`src/rtl/player_link_negotiator.sv`:
```
// Role handshake between two boards over UART byte streams: the main board says hello,
// the side board answers, and the main board acknowledges, with timeouts and a bounded retry count.
module player_link_negotiator #(
   parameter int TIMEOUT_CYCLES = 65_000_000,
   parameter int MAX_RETRIES    = 8,
   localparam int W             = $clog2(MAX_RETRIES + 1)
) (
   input  logic         clk,
   input  logic         rst,
   input  logic [1:0]   selected_player,
   output logic [7:0]   tx_data,
   output logic         tx_valid,
   input  logic         tx_ready,
   input  logic [7:0]   rx_data,
   input  logic         rx_valid,
   output logic         linked,
   output logic         conflict,
   output logic         link_fail,
   output logic [W-1:0] retry_cnt
);

   localparam int TW = (TIMEOUT_CYCLES > 1) ? $clog2(TIMEOUT_CYCLES) : 1;
   localparam logic [TW-1:0] TIMER_LAST = TW'(TIMEOUT_CYCLES - 1);
   localparam logic [W-1:0]  RETRY_MAX  = W'(MAX_RETRIES);

   localparam logic [7:0] HELLO_MAIN = 8'hA1;
   localparam logic [7:0] HELLO_SIDE = 8'hA3;
   localparam logic [7:0] ACK        = 8'h5A;

   typedef enum logic [3:0] {
      IDLE,
      M_SEND,
      M_WAIT,
      M_ACK,
      S_WAIT,
      S_SEND,
      S_ACKW,
      LINKED,
      CONFLICT,
      FAIL
   } state_t;

   state_t        state, state_next;
   logic [TW-1:0] timer, timer_next;
   logic [W-1:0]  retry_next, retry_inc;
   logic [7:0]    tx_data_next;
   logic          accept, timeout, retry_left;
   logic          rx_main, rx_side, rx_ack;

   assign accept     = tx_valid && tx_ready;
   assign timeout    = (timer == TIMER_LAST);
   assign retry_left = (retry_cnt < RETRY_MAX);
   assign retry_inc  = retry_left ? retry_cnt + 1'b1 : retry_cnt;
   assign rx_main    = rx_valid && (rx_data == HELLO_MAIN);
   assign rx_side    = rx_valid && (rx_data == HELLO_SIDE);
   assign rx_ack     = rx_valid && (rx_data == ACK);

   always_comb begin
      state_next = state;
      timer_next = timer;
      retry_next = retry_cnt;
      unique case (state)
         IDLE: begin
            if (selected_player == 2'b01)
               state_next = M_SEND;
            else if (selected_player == 2'b11)
               state_next = S_WAIT;
         end
         M_SEND: begin
            if (rx_main)
               state_next = CONFLICT;
            else if (accept) begin
               timer_next = '0;
               retry_next = retry_inc;
               state_next = rx_side ? M_ACK : M_WAIT;
            end
         end
         M_WAIT: begin
            if (rx_main)
               state_next = CONFLICT;
            else if (rx_side)
               state_next = M_ACK;
            else if (timeout)
               state_next = retry_left ? M_SEND : FAIL;
            else
               timer_next = timer + 1'b1;
         end
         M_ACK: begin
            if (rx_main)
               state_next = CONFLICT;
            else if (accept)
               state_next = LINKED;
         end
         S_WAIT: begin
            if (rx_side)
               state_next = CONFLICT;
            else if (rx_main)
               state_next = S_SEND;
         end
         S_SEND: begin
            if (rx_side)
               state_next = CONFLICT;
            else if (accept) begin
               timer_next = '0;
               retry_next = retry_inc;
               state_next = rx_ack ? LINKED : S_ACKW;
            end
         end
         S_ACKW: begin
            // A repeated hello means the main board missed our reply, so answer again.
            if (rx_side)
               state_next = CONFLICT;
            else if (rx_ack)
               state_next = LINKED;
            else if (rx_main)
               state_next = S_SEND;
            else if (timeout)
               state_next = retry_left ? S_WAIT : FAIL;
            else
               timer_next = timer + 1'b1;
         end
         default: state_next = state;
      endcase
   end

   always_comb begin
      tx_data_next = tx_data;
      case (state_next)
         M_SEND:  tx_data_next = HELLO_MAIN;
         M_ACK:   tx_data_next = ACK;
         S_SEND:  tx_data_next = HELLO_SIDE;
         default: tx_data_next = tx_data;
      endcase
   end

   // Outputs are registered from the next state so they line up with the state register.
   always_ff @(posedge clk) begin
      if (rst) begin
         state     <= IDLE;
         timer     <= '0;
         retry_cnt <= '0;
         tx_data   <= 8'h00;
         tx_valid  <= 1'b0;
         linked    <= 1'b0;
         conflict  <= 1'b0;
         link_fail <= 1'b0;
      end else begin
         state     <= state_next;
         timer     <= timer_next;
         retry_cnt <= retry_next;
         tx_data   <= tx_data_next;
         tx_valid  <= (state_next == M_SEND) || (state_next == M_ACK) || (state_next == S_SEND);
         linked    <= (state_next == LINKED);
         conflict  <= (state_next == CONFLICT);
         link_fail <= (state_next == FAIL);
      end
   end

endmodule

```
`config.mk`:
```
export PLATFORM = sky130hd
export DESIGN_NAME = player_link_negotiator
export DESIGN_NICKNAME = d
export VERILOG_FILES = /design/src/rtl/player_link_negotiator.sv
export SDC_FILE = /design/constraint.sdc
export NUM_CORES = 1
export LEC_CHECK = 0
export ABC_AREA = 1
export BUFFER_PORTS_ARGS = -buffer_cell sky130_fd_sc_hd__buf_2
export CORE_ASPECT_RATIO = 0.9
export CORE_MARGIN = 3
export CORE_UTILIZATION = 50
export CTS_BUF_LIST = sky130_fd_sc_hd__clkbuf_16
export CTS_CLUSTER_SIZE = 8
export DETAILED_ROUTE_END_ITERATION = 16
export PLACE_DENSITY = 0.75
export SLEW_MARGIN = 20
export SYNTH_ARGS = -nofsm -noshare
export SYNTH_HDL_FRONTEND = slang
export SYNTH_SLANG_ARGS = --single-unit
```
`constraint.sdc`:
```
create_clock -name clk -period 4.3 [get_ports clk]
set_clock_uncertainty 0.05 [all_clocks]
set_input_delay 0.86 -clock clk [delete_from_list [all_inputs] [get_ports clk]]
set_output_delay 0.86 -clock clk [all_outputs]
set_load 0.005 [all_outputs]
```
==> out/summary.md <==
The run finished with clean final reports. In the layout the commonest cells are sky130_fd_sc_hd__nand2_1, sky130_fd_sc_hd__nor2_1, sky130_fd_sc_hd__inv_1, sky130_fd_sc_hd__dfxtp_1, sky130_fd_sc_hd__nand3_1. In the final layout, the share of cells above drive strength 1 is 12.96%. Of the available clock period, the critical path in the final layout requires 69.44%. The post-route cell area came out at 3047 sq um. The sum of net half-perimeters after detailed placement is 5.229 mm, and the transition at the pin with the smallest max-transition slack is 0.9046 ns. Number of ports placed on the die boundary: 30. Synthesis handed over a netlist of 439 instances. The post-synth net total is 455, and the highest clock frequency the design can meet is 334.9 MHz. The floorplan step defined a die boundary enclosing 6370 sq um. Number of warnings issued by yosys: 0. CTS placed an instance of sky130_fd_sc_hd__clkbuf_16 at the clock tree root.

Post-CTS timing repair inserted 0 buffers for setup. The clock transition at the registers of the reported paths works out to 0.06 ns. The tools report the largest net degree at the start of global routing as 23. 0 antenna diodes ended up in the layout. The worst hold path was traced through 2 stages. The detailed router finished its first iteration with 297 violations. The tools report the reg2reg setup slack as 1.60 ns. The critical path startpoint category was a primary input. The clock network burns 47.3% of the power.

The count of buffers added on input and output ports is 28. For this run, asynchronously set or reset flops after synthesis account for 0%. The area of the multi-input gates is 1608 sq um, and the count of TritonRoute iterations in the first routing pass is 4. After clock tree synthesis, the repair step resized 0 gates. The average via count per standard cell came out at 5.337.

XOR/XNOR share of the synthesized area: 2.894%. Global routing finished with a remaining overflow of 0. The number of remaining DRC errors came out at 0. At the end of the flow, the number of nets in the layout was 478. The post-route minimum period works out to 2.986 ns. Worst hold path class: register to register. From left edge to right edge, the die measures 83.80 microns. The depth of the worst register-to-register path was 9; the final-report hold violation count was 0. Summed over all nets, the switching power comes to 213.9 uW. Across the whole layout, storage elements account for 820.8 sq um.

The first global-routing pass estimated 11.49 mm of wire. The placed instances occupy a cell area of 2875 sq um. At the end of routability-driven placement, the weighted congestion stood at 0.9419. In this run the tightest slew margin relative to its limit is 39.70%.

The synthesized netlist devotes 0.9187% of its cell area to adder and majority cells. Counting the fill cells in the layout gives 481. Number of H-tree levels: 2.

Type of destination of the critical path: a register. The analysis attributes to cell leakage a power of 1.278 nW. The startpoint of the most critical hold path was retry_cnt[1]. The post-detailed-route count of antenna-violating nets is 0, and the average wire per cell in the routed design is 12.99 microns. Final hold analysis gives a worst-case slack of 0.4282 ns. Of all nets on the critical path, the largest fanout is 12. The tools report the internal power component as 689.6 uW.

In this run the vertical extent of the chip is 76.02 microns. The share of total power dissipated in sequential elements is 43.5%. The dominant combinational cell family by area after synthesis was simple AND/OR/NAND/NOR gates.

The synthesized netlist occupies a cell area of 2724 sq um. Setup violations remaining at the end of the flow were counted as 0. The setup path with the least slack is of type primary input to register. In this run the power density over the cells is 296.5 nW/um^2. The total number of placement rows is 24, and the global routing usage summed across all routing layers is 21.73%. The most common cell after layout, fill and taps aside is sky130_fd_sc_hd__nand2_1. The tools report the worst-case hold path end point as retry_cnt[1]. At the worst endpoint, the required time is 4.48 ns.

The synthesized netlist devotes 10.47% of its cell area to compound gates. For the number of antenna violations at the first check in global routing, the log shows 0. The synthesized design contains 41 register bits. The maximum ir drop on the vdd rail came out at 0.1805 mV. TritonCTS built the clock tree. No sink is reached through more buffers than the 2 on the longest clock path.

The number of enable flip-flop cells after synthesis came out at 0. Of the total synthesized cell area, the portion taken by AND, OR, NAND and NOR gates is 44.60%. The logs give 0.28 ns for the worst-skew pair later-pin latency and 0 for the count of pins over their slew limit. Setup repair after global routing left no endpoint under its margin. The main flop type after synthesis was sky130_fd_sc_hd__dfxtp_1.

Dividing the synthesized area by the synthesized cell count gives 6.205 sq um. Hold repair after CTS inserted 0 buffers. The overall power after layout was 903.5 uW; the combinational share of power was 9.2%. The run gives 0 ns as the total negative slack. The count of clock tree sinks is 41. The critical path data arrival time is 3.17 ns, and the total core area is 5045 sq um. The register area share after synthesis is 30.13%. The multiplexer fraction of the synthesized cell area was 0%. The tools report the overall via count from detail_route as 2818. The number of violations of the max-capacitance limit came out at 0. The origin of the critical flop-to-flop path is state[1]. Net switching is 23.67% of the power. The endpoint identified for the worst register-to-register timing path is timer[14].

The starting utilization of the core area came out at 53.99%. The logs give 5 for the TritonCTS buffer count and 2478 for the number of global-route vias before repair. The routed design has 6.860 mm of wire. Relative to the synthesized area, the layout overhead comes to 11.85%.

After synthesis, the netlist uses 35 different library cells.
-- metrics by stage --
step | std cells | worst slack [ns] | utilization, %
final | 528 | 1.314 | 60.39
after global routing | 528 | 1.026 | 60.39
after CTS | 528 | 1.318 | 60.39
after detailed placement | 520 | 1.051 | 56.99
after global placement | 520 | 1.137 | 56.99
after floorplan | 439 | 1.942 | -
-- synth_stat cells (3+ instances only) --
cell / count / area [sq um]
sky130_fd_sc_hd__nor3b_1: 3 / 22.52
sky130_fd_sc_hd__nor2_4: 3 / 33.78
sky130_fd_sc_hd__dfxtp_1: 41 / 820.8
sky130_fd_sc_hd__a21oi_1: 32 / 160.2
sky130_fd_sc_hd__inv_1: 54 / 202.7
sky130_fd_sc_hd__buf_2: 5 / 25.02
sky130_fd_sc_hd__nor2_1: 58 / 217.7
sky130_fd_sc_hd__xor2_1: 5 / 43.79
sky130_fd_sc_hd__inv_2: 6 / 22.52
sky130_fd_sc_hd__nor3_1: 12 / 60.06
sky130_fd_sc_hd__nand3_1: 40 / 200.2
sky130_fd_sc_hd__buf_4: 5 / 37.54
sky130_fd_sc_hd__o21ai_0: 12 / 60.06
sky130_fd_sc_hd__nand2_1: 110 / 412.9
sky130_fd_sc_hd__nor4_1: 7 / 43.79
sky130_fd_sc_hd__nand4_1: 13 / 81.33
sky130_fd_sc_hd__xnor2_1: 4 / 35.03
sky130_fd_sc_hd__nor2_2: 4 / 25.02
-- power groups by stage --
stage / registers, mW / clock network [mW] / logic, mW
global route: 0.394 / 0.454 / 0.0936
global placement: 0.401 / 0 / 0.0815
finish: 0.393 / 0.427 / 0.0832
floorplan: 0.401 / 0 / 0.0594
CTS: 0.393 / 0.438 / 0.0828
detailed placement: 0.402 / 0 / 0.0823
-- worst max-delay path, cell delays in order --
cell and delay, ns:
sky130_fd_sc_hd__buf_2 0.10, sky130_fd_sc_hd__inv_1 0.04, sky130_fd_sc_hd__nand2_1 0.05, sky130_fd_sc_hd__nor2_1 0.27, sky130_fd_sc_hd__nand2_1 0.17, sky130_fd_sc_hd__nor2_1 0.14, sky130_fd_sc_hd__nand3_1 0.12, sky130_fd_sc_hd__nand2_1 0.13
sky130_fd_sc_hd__nor2_4 0.05, sky130_fd_sc_hd__a21oi_1 0.70, sky130_fd_sc_hd__inv_1 0.23, sky130_fd_sc_hd__a21oi_1 0.17, sky130_fd_sc_hd__o21a_1 0.13
-- worst max path at each step --
stage | slack [ns] | endpoint | start
after floorplan | 1.94 | timer[16] | rx_data[6]
after global placement | 1.14 | timer[14] | rx_data[6]
after detailed placement | 1.05 | timer[14] | rx_data[6]
after CTS | 1.32 | timer[14] | rx_data[6]
after global routing | 1.03 | timer[14] | rx_data[6]
final | 1.31 | timer[14] | rx_data[6]
-- routing by layer --
| layer | track usage, % | wire (microns) | vias up |
|---|---|---|---|
| met4 | 6.270 | 98 | 0 |
| met3 | 4.432 | 553 | 11 |
| met1 | 32.91 | 3421 | 1238 |
| met5 | 0 | 0 | - |
| li1 | - | - | 1466 |
| met2 | 30.84 | 2786 | 103 |
-- flip-flops by register name, indices dropped and copies added, names as in the netlist --
| signal | flops |
|---|---|
| timer | 26 |
| retry_cnt | 4 |
| state | 4 |
| tx_data | 3 |
| conflict | 1 |
| link_fail | 1 |
| linked | 1 |
| tx_valid | 1 |
-- cell type report --
cell class | count | share of cell area, %
Multi-Input combinational cell | 326 | 52.77
Sequential cell | 41 | 26.94
Inverter | 60 | 7.392
Timing Repair Buffer | 28 | 4.600
Clock buffer | 5 | 4.107
Tap cell | 65 | 2.669
Clock inverter | 3 | 1.520
-- kinds of logic (layout without fill, tap and decap cells) --
| group | after synthesis | in the layout |
|---|---|---|
| flip-flops | 41 | 41 |
| XOR/XNOR | 9 | 9 |
| AO/OA/AOI/OAI | 53 | 53 |
| AND/OR/NAND/NOR | 261 | 261 |
| other | 1 | 1 |
| buffers and inverters | 72 | 96 |
| adder cells (fa/ha/maj) | 2 | 2 |
Note: power is estimated with default switching activity, not from simulation.
